## src/rtl/pc_stack_unit.sv

```systemverilog
// ---------------------------------------------------------------------------
// pc_stack_unit
//
// Fetch program counter with an internal next-PC generator and a hardware
// return-address stack. The control FSM drives one-cycle request strobes;
// this block resolves them by fixed priority (ret > call > jump > branch >
// increment) and presents the resulting fetch address on pc_count.
//
// Parameters
//   WIDTH       PC width in bits; all PC arithmetic wraps modulo 2^WIDTH
//   INC_STEP    amount added to the PC on a plain sequential advance
//   RESET_VEC   PC value loaded by reset
//   DISP_W      width of the signed branch displacement (<= WIDTH)
//   STACK_DEPTH number of return-address entries (>= 2)
//
// Ports
//   clk          system clock, all state changes on the rising edge
//   rst          synchronous active-high reset, overrides every request
//   pc_en        advance enable; low holds PC, stack and error flag
//   jump         absolute jump request, target jump_addr
//   jump_addr    absolute jump target
//   branch       taken-branch request, PC + sign-extended branch_disp
//   branch_disp  two's-complement branch displacement
//   call         push return address (PC + INC_STEP), go to call_addr
//   call_addr    call target
//   ret          pop the top return address into the PC
//   pc_count     current PC (registered)
//   pc_next      value pc_count takes at the next edge when pc_en = 1
//   stack_full   stack holds STACK_DEPTH entries (registered)
//   stack_empty  stack holds no entries (registered)
//   stack_err    sticky overflow/underflow flag, cleared only by rst
// ---------------------------------------------------------------------------
module pc_stack_unit #(
    parameter int WIDTH       = 16,
    parameter int INC_STEP    = 1,
    parameter int RESET_VEC   = 0,
    parameter int DISP_W      = 8,
    parameter int STACK_DEPTH = 4
) (
    input  logic              clk,
    input  logic              rst,
    input  logic              pc_en,
    input  logic              jump,
    input  logic [WIDTH-1:0]  jump_addr,
    input  logic              branch,
    input  logic [DISP_W-1:0] branch_disp,
    input  logic              call,
    input  logic [WIDTH-1:0]  call_addr,
    input  logic              ret,
    output logic [WIDTH-1:0]  pc_count,
    output logic [WIDTH-1:0]  pc_next,
    output logic              stack_full,
    output logic              stack_empty,
    output logic              stack_err
);

    // Pointer counts 0..STACK_DEPTH inclusive, so it needs one more code
    // than the entry index does.
    localparam int PTR_W = $clog2(STACK_DEPTH + 1);
    localparam int IDX_W = $clog2(STACK_DEPTH);

    localparam logic [WIDTH-1:0] INC_VEC   = WIDTH'(INC_STEP);
    localparam logic [WIDTH-1:0] RST_VEC   = WIDTH'(RESET_VEC);
    localparam logic [PTR_W-1:0] PTR_FULL  = PTR_W'(STACK_DEPTH);
    localparam logic [PTR_W-1:0] PTR_ZERO  = PTR_W'(0);
    localparam logic [PTR_W-1:0] PTR_ONE   = PTR_W'(1);

    // Resolved operation for this cycle after priority encoding.
    localparam logic [2:0] OP_INC    = 3'd0;
    localparam logic [2:0] OP_BRANCH = 3'd1;
    localparam logic [2:0] OP_JUMP   = 3'd2;
    localparam logic [2:0] OP_CALL   = 3'd3;
    localparam logic [2:0] OP_RET    = 3'd4;

    // State
    logic [WIDTH-1:0] pc_q,    pc_d;
    logic [PTR_W-1:0] ptr_q,   ptr_d;
    logic             err_q,   err_d;
    logic             full_q,  full_d;
    logic             empty_q, empty_d;
    logic [WIDTH-1:0] stack_q [STACK_DEPTH];

    // Combinational helpers
    logic [2:0]       op_s;
    logic             push_s;
    logic [WIDTH-1:0] ret_addr_s;
    logic [WIDTH-1:0] disp_ext_s;
    logic [WIDTH-1:0] top_s;
    logic [IDX_W-1:0] top_idx_s;
    logic [IDX_W-1:0] push_idx_s;

    // Sign-extend the displacement; adding it modulo 2^WIDTH gives a
    // signed relative branch without any explicit subtraction path.
    assign disp_ext_s = WIDTH'($signed(branch_disp));
    assign ret_addr_s = pc_q + INC_VEC;

    // Index arithmetic is truncated to the entry-index width. Only the
    // non-empty case reads top and only the non-full case writes, so the
    // truncated values are always in range when they are used.
    assign top_idx_s  = IDX_W'(ptr_q - PTR_ONE);
    assign push_idx_s = IDX_W'(ptr_q);
    assign top_s      = stack_q[top_idx_s];

    // Priority encode the request strobes; lower-priority strobes are dropped.
    always_comb begin
        op_s = OP_INC;
        if (ret) begin
            op_s = OP_RET;
        end else if (call) begin
            op_s = OP_CALL;
        end else if (jump) begin
            op_s = OP_JUMP;
        end else if (branch) begin
            op_s = OP_BRANCH;
        end else begin
            op_s = OP_INC;
        end
    end

    // Next-state computation for PC, stack pointer and error flag.
    always_comb begin
        pc_d   = ret_addr_s;
        ptr_d  = ptr_q;
        err_d  = err_q;
        push_s = 1'b0;
        case (op_s)
            OP_RET: begin
                if (!empty_q) begin
                    pc_d  = top_s;
                    ptr_d = ptr_q - PTR_ONE;
                end else begin
                    // Underflow: fall through to a sequential advance.
                    pc_d  = ret_addr_s;
                    err_d = 1'b1;
                end
            end
            OP_CALL: begin
                // The call target is taken even when the push is refused.
                pc_d = call_addr;
                if (!full_q) begin
                    push_s = 1'b1;
                    ptr_d  = ptr_q + PTR_ONE;
                end else begin
                    err_d = 1'b1;
                end
            end
            OP_JUMP: begin
                pc_d = jump_addr;
            end
            OP_BRANCH: begin
                pc_d = pc_q + disp_ext_s;
            end
            OP_INC: begin
                pc_d = ret_addr_s;
            end
            default: begin
                pc_d = ret_addr_s;
            end
        endcase
    end

    // Status flags follow the pointer value that will be registered.
    always_comb begin
        full_d  = (ptr_d == PTR_FULL);
        empty_d = (ptr_d == PTR_ZERO);
    end

    // PC, pointer and status registers; stall holds everything.
    always_ff @(posedge clk) begin
        if (rst) begin
            pc_q    <= RST_VEC;
            ptr_q   <= PTR_ZERO;
            err_q   <= 1'b0;
            full_q  <= 1'b0;
            empty_q <= 1'b1;
        end else if (pc_en) begin
            pc_q    <= pc_d;
            ptr_q   <= ptr_d;
            err_q   <= err_d;
            full_q  <= full_d;
            empty_q <= empty_d;
        end
    end

    // Return-address storage; contents need no reset because the pointer
    // alone defines which entries are valid.
    always_ff @(posedge clk) begin
        if (!rst && pc_en && push_s) begin
            stack_q[push_idx_s] <= ret_addr_s;
        end
    end

    assign pc_count    = pc_q;
    assign pc_next     = pc_d;
    assign stack_full  = full_q;
    assign stack_empty = empty_q;
    assign stack_err   = err_q;

endmodule
```

## config.mk

```make
export PLATFORM = sky130hd
export DESIGN_NAME = pc_stack_unit
export DESIGN_NICKNAME = d
export VERILOG_FILES = /design/src/rtl/pc_stack_unit.sv
export SDC_FILE = /design/constraint.sdc
export NUM_CORES = 1
export LEC_CHECK = 0
export BUFFER_PORTS_ARGS = -buffer_cell sky130_fd_sc_hd__buf_2
export CORE_AREA = 4 4 115 117
export DETAILED_ROUTE_END_ITERATION = 12
export DIE_AREA = 0 0 119 121
export GPL_TIMING_DRIVEN = 0
export PLACE_DENSITY = 0.61
export SLEW_MARGIN = 5
export SYNTH_ARGS = -nofsm -noshare
export SYNTH_HDL_FRONTEND = slang
export SYNTH_SLANG_ARGS = --single-unit
export TNS_END_PERCENT = 30
```

## constraint.sdc

```tcl
create_clock -name clk -period 3.8 [get_ports clk]
set_input_delay 0.38 -clock clk [delete_from_list [all_inputs] [get_ports clk]]
set_output_delay 0.38 -clock clk [all_outputs]
set_load 0.02 [all_outputs]
```

==> impl_metrics.toml, run 1 <==
[power]
p_switching_w = 0.0007372
pwr-share-seq_pct = 43.0
p_leak_nw = 2.215
p_comb_share_pct = 21.0
swShare_pct = 29.54
powerDensity_mw_per_mm2 = 435.4
intPower_w = 0.001759
clkPwrFrac_pct = 36.0
irDropWorstVdd_uv = 211.7

[global_routing]
grt_pass1_vias = 3816
grt.overflow.total = 0
grt_use_total_pct = 19.47
grt_max_degree = 17
grt_first_pass_wirelength_um = 21560
antenna_found_initial = 0

[clock_tree]
cts-root-buf = "clkbuf_16"
clk_latency_ns = 0.34
numCtsBuffers = 9
htreeDepth = 3
cts_buffer_depth = 2
cts_tree = "built"
cts.repair_timing.setup_buffer_count = 0
clkTransAtPathRegs_ns = 0.06
cts_sinks = 86

[floorplan]
core.rowCount = 41
die_y_um = 121
dieWidth_um = 119
io_pins = 82
dieArea_mm2 = 0.01440
coreArea_mm2 = 0.01236
start_util_pct = 38.72

[sta]
fmax_mhz = 278.7
setup-tns-final_ns = 0
setup_viol = 0
relSlewSlack_pct = 40.45
slew_viol_final = 0
rsz0062_at_grt = "no"
clock_skew_ns = 0.008951
layout_min_cycle_time_ns = 3.588
hold_viol = 0
worstMarginPinSlew_ns = 0.8933
fin_crit_sh_pct = 94.43

[drt]
firstDrtPassIters = 7
drt_iter0_drc = 286
wire_per_inst_um = 19.74
wl_um = 13740
ant_nets = 0
drc = 0
via_count = 3978
vias_per_cell = 5.716

[cells_and_area]
fill_cells = 1156
antennaDiodeCount = 0
drive_gt1_share_pct = 24.43
nets = 587
fin_area_mm2 = 0.005733
area_growth_pct = 19.76
layout.area.seq_mm2 = 0.002362
finish.utilization_pct = 46.37
multiInputGateArea_mm2 = 0.002296

[logic_synthesis]
yosysMostFrequentCell = "edfxtp_1"
synth.distinct_cells = 52
ys_warn_count = 0
synth-edff-count = 64
synthFlopType = "edfxtp_1"
ys_top_cells_by_count = "64 x edfxtp_1, 41 x nor2_1, 39 x nand2_1, 26 x a21oi_1, 22 x dfxtp_1"
postSynth.asyncResetShare_pct = 0
syn_area_mm2 = 0.004787
synth_area_leaders = "edfxtp_1 40%, dfxtp_1 9.2%, mux4_2 7.5%, ha_1 5.2%, nor2_1 3.2%"
avgSynthCellArea_um2 = 11.21
synth_top_cell_area_share_pct = 40.15
netlist_instances = 427
yosysSeqAreaShare_pct = 49.35
synth_top_area_cell = "edfxtp_1"
synthesis.nets = 495
synth-seq-cells = 86

[placement]
postPlaceCellArea_mm2 = 0.005408
io_buffers = 81
place_congestion = 0.8861
dp_hpwl_um = 10390

[run]
cap_violations = 0

[setup_path]
required_ns = 3.42
cp-end-kind = "output port"
worstSetupPathType = "reg2out"
arrival_ns = 3.21
start_kind = "flop"
critPathMaxFanout = 10

[hold_path]
hp-class = "in2reg"

[run_status]
status = "complete, no violations"
## registers in the layout, summed over array words and instances, names as in the netlist
register and count:
stack_empty 1, ptr_q 3, stack_q 64, stack_full 1, stack_err 1, pc_count 16
## per-layer routing
layer / global-route usage (%) / vias up / routed length (µm)
met5: 0 / - / 0
met4: 3.041 / 0 / 149
met3: 4.429 / 18 / 1155
met2: 30.63 / 204 / 6178
met1: 28.13 / 1927 / 6255
li1: - / 1829 / -
## worst max-delay path, stage by stage (launching register included)
cell and delay, ns:
dfxtp_1 0.38, buf_6 0.22, buf_6 0.20, inv_1 0.11
ha_2 0.39, mux4_2 0.32, a222oi_1 0.53, o311ai_0 0.23
nand4bb_1 0.29, buf_2 0.20
## power groups by stage
stage          logic (W)  registers [W]  clock network, W
3_3_place_gp    0.000508        0.00109                 0
3_5_place_dp    0.000516        0.00109                 0
2_1_floorplan   0.000322        0.00110                 0
4_1_cts         0.000521        0.00107          0.000913
6_report        0.000525        0.00107          0.000898
5_1_grt         0.000568        0.00108          0.000962
## area by class of cell
cell class,instances,area share (%)
Multi-Input combinational cell,308,40.05
Buffer,21,1.790
Clock inverter,7,1.419
Tap cell,172,3.754
Inverter,12,0.7857
Sequential cell,86,41.20
Timing Repair Buffer,81,7.071
Clock buffer,9,3.928
## per-stage QoR
stage                     power [W]  hold slack, ns  std cells  worst slack, ns
after CTS                  0.002507          0.3718        696          0.02122
after detailed placement   0.001609          0.4870        680          -0.2509
final                      0.002496          0.3844        696           0.2116
after global placement     0.001601          0.4754        680          -0.1903
after floorplan            0.001426          0.4984        427           0.7362
after global routing       0.002608          0.3985        696          0.02074
## cell usage in the layout (no fill, tap or decap), types with 7 or more instances in the layout
cell / netlist / routed
ha_1: 20 / 19
o21ai_0: 17 / 17
o21a_1: 9 / 9
nor2_1: 41 / 41
inv_1: 12 / 12
xnor2_1: 13 / 13
o211ai_1: 8 / 8
dfxtp_1: 22 / 22
clkbuf_16: 0 / 9
nand4_1: 11 / 11
xor2_1: 15 / 15
buf_2: 6 / 85
clkbuf_1: 14 / 14
edfxtp_1: 64 / 64
mux4_2: 16 / 16
nand2_1: 39 / 39
a21oi_1: 26 / 26
a22oi_1: 7 / 7
and3_1: 9 / 9
nand3_1: 9 / 9
a222oi_1: 7 / 7
nor3_1: 7 / 7
## cells by family after synthesis
family	after synthesis	synth area share (%)
muxes	18	7.946
and+or+nand+nor	139	14.22
DFF	86	49.35
xor gates and xnor gates	28	5.123
adders and majority gates	21	5.646
AOI/OAI and AO/OA	102	14.98
buffers and inverters	33	2.744
## timing repair
action / 4_1_cts / 5_1_grt
gates cloned: 0 / 0
setup endpoints to repair: 13 / 5
hold buffers: 0 / 0
pin swaps: 0 / 1
gates resized for setup: 4 / 4
## final timing paths
check	from	to	slack (ns)	cells after the start
worst min register to register	stack_err$_SDFFE_PP0P_	stack_err$_SDFFE_PP0P_	0.51	2
worst max register to register	ptr_q[0]$_SDFFE_PP0P_	pc_count[8]$_SDFFE_PP0P_	0.83	9
worst min-delay path	rst	pc_count[7]$_SDFFE_PP0P_	0.38	3
worst max-delay path	ptr_q[0]$_SDFFE_PP0P_	pc_next[8]	0.21	9
Power figures use the tool's default switching activity.
==> inputs of run 2 (changes only) <==
--- a/config.mk
+++ b/config.mk
@@ -5,11 +5,11 @@
 export SDC_FILE = /design/constraint.sdc
 export NUM_CORES = 1
 export LEC_CHECK = 0
-export BUFFER_PORTS_ARGS = -buffer_cell sky130_fd_sc_hd__buf_2
+export BUFFER_PORTS_ARGS = -buffer_cell sky130_fd_sc_hd__buf_4
 export CORE_AREA = 4 4 115 117
 export DETAILED_ROUTE_END_ITERATION = 12
 export DIE_AREA = 0 0 119 121
-export GPL_TIMING_DRIVEN = 0
+export HOLD_SLACK_MARGIN = 0.08
 export PLACE_DENSITY = 0.61
 export SLEW_MARGIN = 5
 export SYNTH_ARGS = -nofsm -noshare
==> run 2 against run 1 <==
- design area is 3.1% higher
- clock power is 0.7% higher
- register-to-register slack better by 0.05 ns
- worst setup slack better by 0.047 ns
- power is 1.2% higher
- final cell count is 1.6% lower
- die area stayed put
- routed wire length is 2.1% higher
- largest cell class unchanged
- highest routed layer unchanged
==> impl_metrics.toml, run 2 (synthesis results as in run 1) <==
[clock_tree]
cts_tree = "built"
htreeDepth = 3
holdBufCountCts = 0
cts_buffer_depth = 2
clk_latency_ns = 0.34
numCtsBuffers = 9
cts-root-buf = "clkbuf_16"
cts.repair_timing.setup_buffer_count = 0
clkTransAtPathRegs_ns = 0.06
cts_sinks = 86

[global_routing]
grt_max_degree = 25
grt_first_pass_wirelength_um = 21750
grt.overflow.total = 0
grt_use_total_pct = 19.71
grt_pass1_vias = 3828
antenna_found_initial = 0

[cells_and_area]
largest_register = "stack_q"
antennaDiodeCount = 0
final_cell_mix = "91 x buf_4, 64 x edfxtp_1, 41 x nor2_1"
area_growth_pct = 23.52
nets = 576
largest_reg_flops = 64
drive_gt1_share_pct = 25.54
final_common_cell = "buf_4"
fill_cells = 1141

[sta]
slew_viol_final = 0
worstMarginPinSlew_ns = 0.7318
setup_viol = 0
layout_min_cycle_time_ns = 3.541
fin_crit_sh_pct = 93.19
relSlewSlack_pct = 50.70
hold_viol = 0
setup_ws_ns = 0.2588
rsz0062_at_grt = "no"
setup-tns-final_ns = 0
clock_skew_ns = 0.006535
fmax_mhz = 282.4

[power]
irDropWorstVdd_uv = 220.6
p_total_w = 0.002527
powerDensity_mw_per_mm2 = 427.4
p_leak_nw = 2.270

[hold_path]
worstHoldStart = "rst"
min_path_cells = 2
hp-class = "in2reg"
hold-path-endpoint = "stack_err$_SDFFE_PP0P_"

[setup_path]
worstSetupPathType = "reg2out"
path_cells = "ha_1, inv_1, fa_1, nand2b_1, a21oi_1, nor3_1, xor2_1, o21ai_0, buf_4"
start_kind = "flop"
critPathMaxFanout = 7
reg2reg_to = "pc_count[6]$_SDFFE_PP0P_"
worstSetupStartpoint = "pc_count[0]$_SDFFE_PP0P_"
rr_startpoint = "pc_count[0]$_SDFFE_PP0P_"
arrival_ns = 3.16
cp-end-kind = "output port"
required_ns = 3.42
slowest_delay_ns = 0.62
slowest_stage = "o21ai_0"
rrSetupSlack_ns = 0.88
rr_worst_depth = 10

[drt]
ant_nets = 0
firstDrtPassIters = 8
wl_um = 14030
drc = 0
via_count = 3903
drt_iter0_drc = 441
vias_per_cell = 5.698
wire_per_inst_um = 20.49

[floorplan]
die_y_um = 121
dieWidth_um = 119
start_util_pct = 38.72
core.rowCount = 41
dieArea_mm2 = 0.01440
coreArea_mm2 = 0.01236
io_pins = 82

[placement]
dp_hpwl_um = 10090
pre_cts_slack_ns = 0.6915
place_congestion = 0.8875
io_buffers = 81

[run_status]
status = "complete, no violations"

[run]
cap_violations = 0
[run 2: critical path, delay by kind of cell (launching register included)]
| kind | cells | cell delay, ns |
|---|---|---|
| fa+ha+maj | 2 | 0.61 |
| flops | 1 | 0.45 |
| buf+inv | 2 | 0.32 |
| compound gates | 2 | 0.90 |
| xor+xnor | 1 | 0.18 |
| simple gates | 2 | 0.35 |
[run 2: cell type report]
class / count / area [µm²] / area share, %
Timing Repair Buffer: 91 / 683.2 / 11.55
Multi-Input combinational cell: 308 / 2300 / 38.89
Inverter: 12 / 45.04 / 0.7617
Tap cell: 172 / 215.2 / 3.639
Clock buffer: 10 / 239.0 / 4.041
Clock inverter: 6 / 68.82 / 1.164
Sequential cell: 86 / 2362 / 39.95
[run 2: worst max path at each step]
stage	to	depth (start not counted)
after global routing	pc_next[14]	11
after CTS	pc_next[14]	11
after detailed placement	pc_next[14]	11
final	pc_next[6]	9
after floorplan	pc_next[10]	8
after global placement	pc_next[14]	12
[run 2: report_power, final]
part | internal (W) | leakage (nW) | switching (W) | total, W
registers | 0.00104 | 0.761 | 0.0000358 | 0.00108
clock network | 0.000532 | 0.149 | 0.000372 | 0.000904
logic | 0.000232 | 1.36 | 0.000316 | 0.000548
[run 2: timing repair]
action | CTS | global route
endpoints found under the hold margin | 0 | 0
endpoints found under the setup margin | 0 | 1
gates resized for setup | 0 | 1
[run 2: through the flow]
stage                     hold WS, ns  cell area [µm²]  instances  utilization [%]
final                          0.4121             5913        685            47.83
after global routing           0.4372             5913        685            47.83
after CTS                      0.4082             5913        685            47.83
after detailed placement       0.4675             5605        669            45.34
after global placement         0.4522             5605        669            45.34
after floorplan                0.4984             4787        427                -
[run 2: layer usage]
layer  wire length [µm]  vias to the layer above  GRT usage (%)
li1                   -                     1802              -
met5                  0                        -              0
met4                229                        0          6.517
met2               6500                      196          30.84
met3               1109                       21          3.357
met1               6194                     1884          27.93
